<file path="config.mk">
export PLATFORM = sky130hd
export DESIGN_NAME = axis_to_aximm_writer
export DESIGN_NICKNAME = d
export VERILOG_FILES = /design/src/rtl/axis_to_aximm_writer.sv
export SDC_FILE = /design/constraint.sdc
export NUM_CORES = 1
export LEC_CHECK = 0
export CORE_ASPECT_RATIO = 1.75
export CORE_MARGIN = 5
export CORE_UTILIZATION = 40
export DETAILED_ROUTE_END_ITERATION = 8
export DONT_BUFFER_PORTS = 1
export MAX_ROUTING_LAYER = met4
export SETUP_SLACK_MARGIN = 0.4
export SYNTH_ARGS = -nofsm -noshare
export SYNTH_HDL_FRONTEND = slang
export SYNTH_SLANG_ARGS = --single-unit
</file>
<file path="constraint.sdc">
create_clock -name ACLK -period 6 [get_ports ACLK]
set_input_delay 1.5 -clock ACLK [delete_from_list [all_inputs] [get_ports ACLK]]
set_output_delay 1.5 -clock ACLK [all_outputs]
set_load 0.005 [all_outputs]
</file>
<file path="src/rtl/axis_to_aximm_writer.sv">
// axis_to_aximm_writer: buffers up to BURST_LEN stream beats, then writes them as one AXI4 INCR burst.
// Define AXIS2MM_ERR_ABORT_EN to stop bursting after an error response and drain the rest of the packet.
module axis_to_aximm_writer #(
  parameter int DATA_WIDTH = 32,
  parameter int ADDR_WIDTH = 32,
  parameter int BURST_LEN  = 16
) (
  input  logic                    ACLK,
  input  logic                    ARESET,
  input  logic                    start,
  input  logic [ADDR_WIDTH-1:0]   base_addr,
  output logic                    busy,
  output logic                    done,
  output logic [31:0]             beat_count,
  output logic                    error,
  input  logic [DATA_WIDTH-1:0]   s_axis_tdata,
  input  logic                    s_axis_tlast,
  input  logic                    s_axis_tvalid,
  output logic                    s_axis_tready,
  output logic [ADDR_WIDTH-1:0]   m_axi_awaddr,
  output logic [7:0]              m_axi_awlen,
  output logic [2:0]              m_axi_awsize,
  output logic [1:0]              m_axi_awburst,
  output logic                    m_axi_awvalid,
  input  logic                    m_axi_awready,
  output logic [DATA_WIDTH-1:0]   m_axi_wdata,
  output logic [DATA_WIDTH/8-1:0] m_axi_wstrb,
  output logic                    m_axi_wlast,
  output logic                    m_axi_wvalid,
  input  logic                    m_axi_wready,
  input  logic [1:0]              m_axi_bresp,
  input  logic                    m_axi_bvalid,
  output logic                    m_axi_bready
);
  localparam int BYTES = DATA_WIDTH / 8;
  localparam int IW = BURST_LEN > 1 ? $clog2(BURST_LEN) : 1;
  localparam int CW = $clog2(BURST_LEN) + 1;
  typedef enum logic [2:0] {IDLE, FILL, AW, W, B, DRAIN} state_t;
  state_t state_q, state_d;
  logic [CW-1:0] fill_cnt_q, fill_cnt_d;
  logic [IW-1:0] rd_idx_q, rd_idx_d;
  logic [ADDR_WIDTH-1:0] cur_addr_q, cur_addr_d, awaddr_q, awaddr_d;
  logic [7:0] awlen_q, awlen_d;
  logic [31:0] beat_count_q, beat_count_d;
  logic busy_q, busy_d, done_q, done_d, error_q, error_d, last_q, last_d;
  logic [DATA_WIDTH-1:0] mem_q [BURST_LEN];
  logic s_fire, b_err;
  assign s_axis_tready = (state_q == FILL && fill_cnt_q < CW'(BURST_LEN)) || state_q == DRAIN;
  assign s_fire = s_axis_tvalid && s_axis_tready;
  assign b_err = m_axi_bresp != 2'b00;
  assign m_axi_awvalid = state_q == AW;
  assign m_axi_wvalid = state_q == W;
  assign m_axi_bready = state_q == B;
  assign m_axi_wlast = state_q == W && 8'(rd_idx_q) == awlen_q;
  assign m_axi_wdata = mem_q[rd_idx_q];
  assign m_axi_wstrb = '1;
  assign m_axi_awsize = 3'($clog2(BYTES));
  assign m_axi_awburst = 2'b01;
  assign m_axi_awaddr = awaddr_q;
  assign m_axi_awlen = awlen_q;
  assign busy = busy_q;
  assign done = done_q;
  assign error = error_q;
  assign beat_count = beat_count_q;
  always_comb begin
    state_d = state_q;
    fill_cnt_d = fill_cnt_q;
    rd_idx_d = rd_idx_q;
    cur_addr_d = cur_addr_q;
    awaddr_d = awaddr_q;
    awlen_d = awlen_q;
    beat_count_d = beat_count_q;
    busy_d = busy_q;
    done_d = 1'b0;
    error_d = error_q;
    last_d = last_q;
    case (state_q)
      IDLE: if (start) begin
        state_d = FILL;
        busy_d = 1'b1;
        cur_addr_d = base_addr;
        beat_count_d = '0;
        error_d = 1'b0;
        fill_cnt_d = '0;
      end
      FILL: if (s_fire) begin
        fill_cnt_d = fill_cnt_q + CW'(1);
        beat_count_d = beat_count_q + 32'd1;
        if (s_axis_tlast || fill_cnt_d == CW'(BURST_LEN)) begin
          state_d = AW;
          last_d = s_axis_tlast;
          awaddr_d = cur_addr_q;
          awlen_d = 8'(fill_cnt_q);
        end
      end
      AW: if (m_axi_awready) begin
        state_d = W;
        rd_idx_d = '0;
      end
      W: if (m_axi_wready) begin
        if (m_axi_wlast) state_d = B;
        else rd_idx_d = rd_idx_q + IW'(1);
      end
      B: if (m_axi_bvalid) begin
        error_d = error_q | b_err;
        cur_addr_d = cur_addr_q + ADDR_WIDTH'((32'(awlen_q) + 32'd1) * 32'(BYTES));
        fill_cnt_d = '0;
        state_d = last_q ? IDLE : FILL;
        done_d = last_q;
        busy_d = !last_q;
`ifdef AXIS2MM_ERR_ABORT_EN
        if (b_err && !last_q) state_d = DRAIN;
`endif
      end
      DRAIN: if (s_fire) begin
        beat_count_d = beat_count_q + 32'd1;
        if (s_axis_tlast) begin
          state_d = IDLE;
          done_d = 1'b1;
          busy_d = 1'b0;
        end
      end
      default: state_d = IDLE;
    endcase
  end
  always_ff @(posedge ACLK or posedge ARESET) begin
    if (ARESET) begin
      state_q <= IDLE;
      fill_cnt_q <= '0;
      rd_idx_q <= '0;
      cur_addr_q <= '0;
      awaddr_q <= '0;
      awlen_q <= '0;
      beat_count_q <= '0;
      busy_q <= 1'b0;
      done_q <= 1'b0;
      error_q <= 1'b0;
      last_q <= 1'b0;
    end else begin
      state_q <= state_d;
      fill_cnt_q <= fill_cnt_d;
      rd_idx_q <= rd_idx_d;
      cur_addr_q <= cur_addr_d;
      awaddr_q <= awaddr_d;
      awlen_q <= awlen_d;
      beat_count_q <= beat_count_d;
      busy_q <= busy_d;
      done_q <= done_d;
      error_q <= error_d;
      last_q <= last_d;
    end
  end
  // Buffer holds data only, so it needs no reset.
  always_ff @(posedge ACLK) begin
    if (state_q == FILL && s_fire) mem_q[fill_cnt_q[IW-1:0]] <= s_axis_tdata;
  end
endmodule

</file>
After elaboration in Yosys (flattened, before gate mapping)
Memories as Yosys holds them, arrays and structs flattened.
Index checks and enable logic that the tools add are counted.
W data, S select, Z words.
{ "classes": {"addsub": 5, "n_lt_le_gt_ge": 1, "n_eq_ne": 18, "n_mux": 39, "bitwise_logic": 1, "reduce_logical": 22} }
{ "op_table": {"columns": ["cell", "n"], "rows": [
  ["$mux W32", 4],
  ["$pmux W32 S2", 2],
  ["$add A32 B1 Y32 const B", 1],
  ["$add A32 B8 Y32", 1],
  ["$mux W3", 9],
  ["$pmux W3 S6", 1],
  ["$mux W5", 3],
  ["$pmux W5 S3", 1],
  ["$ne A2 B2 Y1 const B", 7],
  ["$mux W1", 12],
  ["$mux W4", 3],
  ["$reduce_and A3 Y1", 3],
  ["$reduce_and A9 Y1", 1],
  ["$ne A2 B1 Y1 const B", 4],
  ["$pmux W4 S2", 1],
  ["$reduce_and A4 Y1", 2],
  ["$reduce_bool A2 Y1", 4],
  ["$add A5 B1 Y6 const B", 1],
  ["$eq A3 B2 Y1 const B", 2],
  ["$eq A3 B3 Y1 const B", 2],
  ["$reduce_bool A3 Y1", 2],
  ["$add A5 B1 Y5 const B", 1],
  ["$eq A4 B5 Y1", 1],
  ["$eq A5 B5 Y1 const B", 1],
  ["other kinds (12)", 17]
]} }
{ "totals": {"reg_bits": 117, "mem_bits_rw": 512, "output_inout_bits": 121, "elab_cells": 98, "mem_count": 1} }
{ "mem_list": {"columns": ["memory", "words", "word_bits", "rd", "rd_clocked_by_memory_dff", "write_ports", "line_no", "rtl"], "rows": [
  ["mem_q", 16, 32, 1, 0, 1, "46", "logic [DATA_WIDTH-1:0] mem_q [BURST_LEN];"]
]} }

Depth between registers and ports, before layout
{ "logic_depth": {"word_depth": 7, "ltp_mapped": 10} }

Worst setup path after synthesis
OpenSTA, ideal clock, no wires.
{ "synth_timing": {"path_kind": "input -> register", "start": "input port s_axis_tvalid", "end": "memory mem_q[0][0] (enable)", "setup_ps": 461, "arrival_time_ps": 4420, "setup_slack_ps": 1119, "path_stages": 4, "path_cell_list": "nand2_1 > nor3_1 > nand2_1 > nor3_1"} }
{ "synth_via": {"elab_chain_len": 4} }
{ "synth_rtl": {"columns": ["item", "line_no", "rtl"], "rows": [
  ["from (decl)", "18", "input logic s_axis_tvalid,"],
  ["$logic_and A1 B1 Y1", "49", "assign s_fire = s_axis_tvalid && s_axis_tready;"],
  ["$logic_and A1 B1 Y1", "155", "if (state_q == FILL && s_fire) mem_q[fill_cnt_q[IW-1:0]] <= s_axis_tdata;"],
  ["$mux W1", "155", null],
  ["$mux W1 (implied by the code)", "155", null],
  ["to (decl)", "46", null]
]} }
No other way between the ends.

Final worst setup path
{ "layout_timing": {"start": "register rd_idx_q[0]", "end": "output port m_axi_wdata[31]"} }
{ "layout_via": {"elab_chain_len": 1} }
{ "layout_rtl": {"columns": ["item", "line_no", "rtl"], "rows": [
  ["from (decl)", "41", "logic [IW-1:0] rd_idx_q, rd_idx_d;"],
  ["from (signal assigned)", "142", "rd_idx_q <= rd_idx_d;"],
  ["$mem_v2 Z16 W32", null, null],
  ["to (decl)", "26", "output logic [DATA_WIDTH-1:0] m_axi_wdata,"]
]} }
No other way between the ends.

==> impl_metrics.json <==
{
  "crit_fanout": 54,
  "cp.required_ns": 4.50,
  "clkSinkCount": 629,
  "fin_crit_sh_pct": 77.4,
  "fp.coreArea_um2": 64000,
  "swShare_pct": 28.2,
  "place_ws_ns": 1.95,
  "leakagePower_nw": 9.25,
  "worst_slack_ns": 1.36,
  "drive_above_1_share_pct": 23.8,
  "pin_count": 195,
  "remaining_drc_errors": 0,
  "io_buffers": 0,
  "end_kind": "output port",
  "grt_max_degree": 70,
  "ant_nets": 0,
  "crit_top_cell": "mux4_2",
  "outcome": "finished, final reports clean",
  "num_antenna_cells": 0,
  "p_switching_mw": 3.30,
  "grt_pass1_wl_um": 91000,
  "hold_class": "reg2reg",
  "synth_cells": 1409,
  "dieArea_um2": 69500,
  "drt_iter0_drc": 813,
  "rsz0062_at_grt": "false",
  "overflow": 0,
  "worstMarginPinSlew_ns": 1.21,
  "min-delay-start": "cur_addr_q[1]$_DFFE_PP0P_",
  "synth_top_area_share_pct": 59.9,
  "clkLatencyLatePin_ns": 0.63,
  "clk_path_buf_depth": 3,
  "pwr_density_cell_nw_per_um2": 408,
  "die_h_um": 345,
  "crit_chain": "buf_12 > mux4_2 > mux4_2",
  "cts_hold_buf": 0,
  "viasPerCell": 5.76,
  "async_flop_share_pct": 18.6,
  "clkPwrFrac_pct": 32.3,
  "wire_per_inst_um": 26.6,
  "slowest_stage": "dfrtp_4",
  "cts_inserted_buffers": 56,
  "p_int_mw": 8.40,
  "antenna_found_initial": 0,
  "max_slew_margin_pct": 19.4,
  "clkTransAtPathRegs_ns": 0.07,
  "synth_edf_count": 512,
  "fmax_mhz": 215,
  "syn_avg_cell_area_um2": 18.2,
  "fin_crit_ns": 4.64,
  "cts_max_level": 2,
  "worstSetupPathType": "reg2out",
  "vdd_drop_max_mv": 0.246,
  "netlist_area_um2": 25700,
  "crit_start": "rd_idx_q[0]$_DFFE_PP0P_",
  "grtUsageTotal_pct": 17.8,
  "ys_seq_area_share_pct": 71.3,
  "report.final.slew_viol_count": 0,
  "final_nets": 1510,
  "route.vias.total": 13100,
  "first_global_vias": 13800,
  "fp.dieW_um": 201,
  "comb_power_share_pct": 19.8,
  "synthTopCellsByCount": "512 x edfxtp_1, 160 x mux4_2, 117 x dfrtp_1, 65 x nand2_1, 65 x nor2_1",
  "gp_congestion": 0.838,
  "ctsResizeCount": 0,
  "ys_types": 60,
  "wl_um": 60700,
  "rr_startpoint": "m_axi_awlen[0]$_DFFE_PP0P_",
  "worstPathArrival_ns": 3.14,
  "synthFlopType": "edfxtp_1",
  "syn_to_final_growth_pct": 11.7,
  "synth.top_cells.by_area": "edfxtp_1 60%, mux4_2 14%, dfrtp_1 11%",
  "synth.most_common_cell": "edfxtp_1",
  "dr.pass1.iters": 5,
  "tritoncts": "done",
  "setup_violations": 0,
  "max_stage_delay_ns": 0.86,
  "cts_setup_buffers": 0,
  "seqPwrFrac_pct": 47.9,
  "initial_core_util_pct": 40.1,
  "hold_viol_final": 0,
  "yosysWarnings": 0,
  "skew_ns": 0.0248,
  "row_count": 123,
  "tns_ns": 0,
  "maxCapViolations": 0,
  "post-dp-hpwl_um": 35700,
  "root_buffer": "clkbuf_16",
  "startpoint_type": "flip-flop",
  "yosys.area.top_type": "edfxtp_1",
  "synth_seq_cells": 629
}
## power groups by stage
stage               combinational (mW)  clock, mW  sequential [mW]
floorplan                         1.93          0             5.41
global placement                  2.34          0             5.69
detailed placement                2.37          0             5.71
CTS                               2.38       3.87             5.61
global route                      2.54       4.04             5.67
finish                            2.32       3.78             5.60
## stage by stage
step                cell area (um2)  util, %  power [mW]  hold slack, ns  cells
finish                        28700     44.8        11.7           0.475   2280
global route                  28700     44.8        12.3           0.526   2280
CTS                           28700     44.8        11.9           0.478   2280
detailed placement            26700     41.7        8.08           0.460   2176
global placement              26700     41.7        8.03           0.454   2176
floorplan                     25700        -        7.34           0.440   1419
## area by class of cell
type,count,area (um2)
Sequential cell,629,18300
Timing Repair Buffer,29,255
Multi-Input combinational cell,683,7030
Fill cell,5460,35400
Tap cell,812,1020
Inverter,23,88.8
Clock inverter,36,462
Clock buffer,68,1490
## logic make-up (layout without fill, tap and decap cells)
| family | Yosys count | after routing | share of synthesized area (%) |
|---|---|---|---|
| AO/OA/AOI/OAI | 151 | 151 | 3.88 |
| multiplexers | 203 | 203 | 15.9 |
| XOR/XNOR | 23 | 23 | 0.785 |
| buffers and inverters | 107 | 156 | 1.89 |
| other | 2 | 12 | 0.0293 |
| flip-flops | 629 | 629 | 71.3 |
| adder cells (fa/ha/maj) | 14 | 14 | 0.712 |
| AND/OR/NAND/NOR | 280 | 280 | 5.46 |
## critical path, delay by kind of cell, from the launching register on
family / cells / cell delay [ns]
muxes: 2 / 1.13
DFF: 1 / 0.86
buffers and inverters: 1 / 0.47
## flip-flops by register name, summed over array words and instances (netlist names), 3 cells and up
register and cells:
beat_count 32, mem_q 512, m_axi_awlen 5, cur_addr_q 32
state_q 3, rd_idx_q 4, m_axi_awaddr 32, fill_cnt_q 5
## layer usage
metal	vias to the layer above	wire length, um	global-route usage (%)
li1	5706	-	-
met1	6889	22100	20.0
met2	438	31800	30.9
met3	97	5270	5.48
met4	0	1490	4.79
met5	-	0	-
## worst paths after layout
kind | to | slack (ns) | cells after the start
max | m_axi_wdata[31] | 1.36 | 3
min | cur_addr_q[1]$_DFFE_PP0P_ | 0.47 | 2
max reg2reg | cur_addr_q[15]$_DFFE_PP0P_ | 2.60 | 9
min reg2reg | cur_addr_q[1]$_DFFE_PP0P_ | 0.47 | 2
max in group asynchronous | m_axi_awaddr[14]$_DFFE_PP0P_ | 3.87 | 2
min in group asynchronous | beat_count[28]$_DFFE_PP0P_ | 0.93 | 1
## cells in the final DEF, fill, tap and decap left out, types with 10 or more instances in the layout
cell / count
edfxtp_1: 512
nand2_1: 65
buf_4: 26
conb_1: 12
nor3_1: 21
xnor2_1: 11
o21ai_0: 36
mux2_2: 38
nor2_1: 52
ha_1: 13
xor2_1: 12
clkinv_2: 10
mux4_2: 160
or3_1: 15
nand3_1: 25
a21oi_1: 35
clkbuf_16: 58
nand4_1: 23
inv_1: 22
and3_1: 10
dfrtp_1: 113
nor2_4: 12
Power figures use the tool's default switching activity.
==> edit 1 (config.mk and constraints unchanged) <==
Build with the macro `AXIS2MM_ERR_ABORT_EN` defined.
--- a/src/rtl/axis_to_aximm_writer.sv
+++ b/src/rtl/axis_to_aximm_writer.sv
@@ -1,4 +1,6 @@
 // axis_to_aximm_writer: buffers up to BURST_LEN stream beats, then writes them as one AXI4 INCR burst.
 // Define AXIS2MM_ERR_ABORT_EN to stop bursting after an error response and drain the rest of the packet.
+`define AXIS2MM_ERR_ABORT_EN
+
 module axis_to_aximm_writer #(
   parameter int DATA_WIDTH = 32,
Function: same outputs for any inputs over 4 cycles, from zero or initial values and one cycle with ARESET high; that may be too few to reach the edited logic, so the function may still have changed.
==> edit 1 against the original RTL <==
Clock power decreased by 11%. Critical path type unchanged. Power decreased by 1.5%. Sequential cell count unchanged. First-iteration DRC count increased by 4.9%. Combinational power increased by 12%. Final area decreased by 1.1%. Register-to-register slack about the same. Worst setup slack got worse by 0.071 ns. Sequential power decreased by 0.7%. Critical endpoint is now m_axi_wdata[22]. Synthesized area about the same. Wire length increased by 2.0%.
==> edit 1: results (changes against the original RTL) <==
| Metric | Value |
|---|---|
| Run status | completed |
| Multi-input comb cells | 656 (-4.0%) |
| Share of cells above drive strength 1 | 0.226 (-0.0114) |
| Lkg Pwr | 0.00913 uW (-1.3%) |
| PortBufs | 0 (unchanged) |
| H-tree Lvls | 2 (unchanged) |
| Largest net degree at the start of global routing | 66 (-5.7%) |
| Non-clk buf share | 0.0105 (+0.00160) |
| Hold Path Class | reg -> reg |
| Post-CTS Setup Bufs | 0 (unchanged) |
| Fill cell total of the finished layout | 5,514 (+0.99%) |
| Max Cap Violations | 0 (unchanged) |
| TritonCTS Buffers | 56 (unchanged) |
| Worst Path Max Fanout | 44 (-19%) |
| Vias in the first global route | 14,000 (+1.4%) |
| # nets final | 1,482 (-1.9%) |
| Dpl hpwl | 38,000 um (+6.4%) |
| Initial DRC Count | 853 (+4.9%) |
| CTS root buffer | clkbuf_16 |
| Critical Path Slowest Stage Cell | dfrtp_4 |
| Worst vdd ir | 0.000315 V (+28%) |
| Netlist cell types | 68 (+13%) |
| Total wire length | 61,900 um (+2.0%) |
| Dominant cells by area after synthesis | edfxtp_1 (60%), mux4_2 (14%), dfrtp_1 (11%), mux2_2 (0.92%), nor2_1 (0.86%) |
| Sequential cell area fraction in the yosys report | 0.713 (about the same) |
| Slew HR | 0.198 (+0.00341) |
| PostCTS Resize Cnt | 0 (unchanged) |
| Initial antenna violation count | 2 (+2) |
| Total GRT Usage | 0.182 (+0.00385) |
| RePlAce Congestion | 0.859 (+2.5%) |
| Switching portion of total power | 0.293 (+0.0105) |
| Max Buffers Root-to-Sink | 3 (unchanged) |
| Largest register FFs | 512 (unchanged) |
| Clock network share of area | 0.0593 (-0.00886) |
| Antenna cells | 1 (+1) |
| Clk_buf instances | 71 (+4.4%) |
| Skew final | 0.0127 ns (-0.0121 ns) |
| DP Worst Slack | 1.87 ns (-0.0856 ns) |
| Nonclk buf count | 33 (+14%) |
| Worst path max stage delay | 1.03 ns (+0.17 ns) |
| Most instantiated cells after synthesis | edfxtp_1 (512), mux4_2 (160), dfrtp_1 (117) |
| Vias per inst | 5.79 (+0.49%) |
| Signal inverters | 18 (-22%) |
| First-pass GRT wire length | 92,300 um (+1.4%) |
| Post-synth top area cell | edfxtp_1 |
| Ys Warns | 0 (unchanged) |
| Critical Path AT | 3.21 ns (+0.07 ns) |
| Area occupied by multi-input gates | 0.00696 mm^2 (-1.0%) |
## edit 1: worst paths after layout
path	start	endpoint	slack (ns)	depth (start not counted)
max	rd_idx_q[0]	m_axi_wdata[22]	1.29	3
min	cur_addr_q[0]	cur_addr_q[0]	0.48	2
max reg2reg	state_q[0]	mem_q[3][7]	2.59	5
min reg2reg	cur_addr_q[0]	cur_addr_q[0]	0.48	2
max in group asynchronous	ARESET	m_axi_awaddr[8]	4.06	2
min in group asynchronous	ARESET	beat_count[8]	0.85	1
## edit 1: per-layer routing
layer  routed length, um  track usage
met5                   0            -
met4                1500       0.0494
met3                4120       0.0458
met2               33700        0.324
met1               22600        0.204
## edit 1: power by group through the flow
stage | Sequential, uW | Clock [uW] | Combinational (uW)
after floorplan | 5340 | 0 | 2200
after global routing | 5620 | 3640 | 2820
after detailed placement | 5660 | 0 | 2630
after global placement | 5660 | 0 | 2580
after CTS | 5570 | 3470 | 2640
final | 5560 | 3370 | 2590
## edit 1: tightest hold or removal path, cell delays in order (launching register included)
cell and delay (ns):
dfrtp_1 0.35, nand2_1 0.05, nand2_1 0.05
## edit 1: kinds of logic after synthesis
logic type / after synthesis / share of synthesized area
AND/OR/NAND/NOR: 263 / 0.0563
AO/OA/AOI/OAI: 134 / 0.0356
flip-flops: 629 / 0.713
other: 2 / 0.000292
adder cells (fa/ha/maj): 14 / 0.00711
buffers and inverters: 100 / 0.0190
multiplexers: 201 / 0.158
XOR/XNOR: 32 / 0.0109
## edit 1: per-stage QoR
step	cells	total power, uW	cell area, um^2
floorplan	1385	7540	25700
global placement	2148	8240	26700
detailed placement	2148	8290	26700
CTS	2248	11700	28300
global route	2249	12100	28300
finish	2249	11500	28300
==> edit 2 (config.mk and constraints unchanged) <==
Made on the original files. Re-encode `state_t` (6 states) as Gray code, 3 bits wide.
--- a/src/rtl/axis_to_aximm_writer.sv
+++ b/src/rtl/axis_to_aximm_writer.sv
@@ -36,5 +36,5 @@
   localparam int IW = BURST_LEN > 1 ? $clog2(BURST_LEN) : 1;
   localparam int CW = $clog2(BURST_LEN) + 1;
-  typedef enum logic [2:0] {IDLE, FILL, AW, W, B, DRAIN} state_t;
+  typedef enum logic [2:0] {IDLE = 3'b000, FILL = 3'b001, AW = 3'b011, W = 3'b010, B = 3'b110, DRAIN = 3'b111} state_t;
   state_t state_q, state_d;
   logic [CW-1:0] fill_cnt_q, fill_cnt_d;
Check against the original RTL: same outputs for any inputs over 4 cycles, from zero or initial values and one cycle with ARESET high; so few cycles prove little.
==> edit 2 against the original RTL <==
Die area about the same. Wire length shrank 0.45%. Final area fell by 0.65%. First-iteration DRC count is 6.5% lower. Power decreased by 0.93%. Cell count down 0.53%. Synthesized area hardly changed. Critical path depth unchanged. Count of clock-buffer cells in the layout is 3 higher. Worst hold slack improved by 0.0087 ns. Clock power fell by 5%. Worst setup slack got worse by 0.033 ns. Sequential cell count unchanged. Critical path type unchanged. Largest cell class unchanged. Highest routed layer unchanged.
==> edit 2: results (changes against the original RTL) <==
| Metric | Value |
|---|---|
| Run status | completed |
| Worst vdd ir | 0.000279 V (+14%) |
| M2 GR Usage | 0.309 (+0.000483) |
| Sequential cell area fraction in the yosys report | 0.713 (about the same) |
| Skew final | 0.0288 ns (+0.00394 ns) |
| Clock Latency Late Sink | 0.64 ns |
| Vias in the first global route | 13,800 (-0.17%) |
| Largest net degree at the start of global routing | 86 (+23%) |
| Netlist cell types | 70 (+17%) |
| Dpl hpwl | 36,300 um (+1.7%) |
| TritonCTS Buffers | 58 (+3.6%) |
| Fill cell total of the finished layout | 5,523 (+1.2%) |
| Initial antenna violation count | 0 (unchanged) |
| Vias per inst | 5.74 (-0.31%) |
| Routing usage on met3 | 0.0459 (-0.00892) |
| Antenna cells | 0 (unchanged) |
| Largest register FFs | 512 (unchanged) |
| Lkg Pwr | 0.00922 uW (-0.38%) |
| Critical Path AT | 3.17 ns (+0.03 ns) |
| RePlAce Congestion | 0.806 (-3.8%) |
| Worst Path Max Fanout | 32 (-41%) |
| Most instantiated cells after synthesis | edfxtp_1 (512), mux4_2 (160), dfrtp_1 (117) |
| Total GRT Usage | 0.178 (about the same) |
| Initial DRC Count | 760 (-6.5%) |
| Final hold slack | 0.484 ns (+0.00874 ns) |
| Dominant cells by area after synthesis | edfxtp_1 (60%), mux4_2 (14%), dfrtp_1 (11%), mux2_2 (1.6%), nor2_1 (0.92%) |
| # nets final | 1,499 (-0.73%) |
| Worst Max-Slew Pin Slew | 1.08 ns (-0.130 ns) |
| Met1 Use GR | 0.204 (+0.00339) |
| R2R setup slack | 2.43 ns (-0.17 ns) |
| Total wire length | 60,400 um (-0.45%) |
| Share of cells above drive strength 1 | 0.236 (-0.00147) |
==> edit 2: changes by cell type after synthesis, moves of 5 or more <==
cell,before,now
nand2_1,65,50
nand2b_1,9,3
o211ai_1,5,12
xnor2_1,11,16
o21ai_0,36,20
and2_1,8,16
a21oi_1,35,30
buf_2,8,19
nor2b_1,9,3
nand3_1,25,42
==> edit 2: layout make-up <==
cell class,instances,area [um^2],share of cell area
Sequential cell,629,18300,0.643
Timing Repair Buffer,31,270,0.00949
Inverter,21,83.8,0.00294
Tap cell,812,1020,0.0357
Multi-Input combinational cell,670,6960,0.244
Clock buffer,71,1520,0.0534
Clock inverter,34,307,0.0108
==> edit 2: stage by stage <==
step | cells | setup WS (ns) | area, um^2 | total power [uW]
4_1_cts | 2268 | 1.19 | 28500 | 11800
3_5_place_dp | 2163 | 1.84 | 26600 | 8170
5_1_grt | 2268 | 1.10 | 28500 | 12200
6_report | 2268 | 1.33 | 28500 | 11600
2_1_floorplan | 1407 | 1.40 | 25700 | 7400
3_3_place_gp | 2163 | 1.87 | 26600 | 8130
==> edit 2: cells by family (layout without fill, tap and decap cells) <==
logic type      count (synthesis)  in the layout  synth area share
simple gates                  271            271            0.0541
compound gates                140            140            0.0380
flops                         629            629             0.713
xor+xnor                       29             29           0.00989
buf+inv                       108            157            0.0186
mux                           204            204             0.159
other cells                     2             12          0.000292
fa+ha+maj                      14             14           0.00711
==> edit 2: routing by layer <==
layer | wire length [um] | vias to the layer above
met5 | 0 | -
met4 | 1740 | 0
met3 | 4410 | 99
met2 | 32400 | 399
met1 | 21900 | 6870
li1 | - | 5652
==> edit 2: critical path, cell delays in order (launching register included) <==
cell and delay (ns):
dfrtp_4 0.88, buf_4 0.49, mux4_2 0.56, mux4_2 0.55
==> edit 2: worst paths after layout <==
path | start | end | cells after the start
min in group asynchronous | ARESET | m_axi_awaddr[0] | 1
hold / removal | cur_addr_q[0] | cur_addr_q[0] | 2
setup / recovery | rd_idx_q[0] | m_axi_wdata[27] | 3
setup reg to reg | state_q[2] | mem_q[7][17] | 6
hold reg to reg | cur_addr_q[0] | cur_addr_q[0] | 2
max in group asynchronous | ARESET | cur_addr_q[17] | 2
==> edit 2: where the power goes <==
group / internal (uW) / switching, uW
sequential: 5030 / 490
clock: 1980 / 1610
combinational: 1240 / 1240
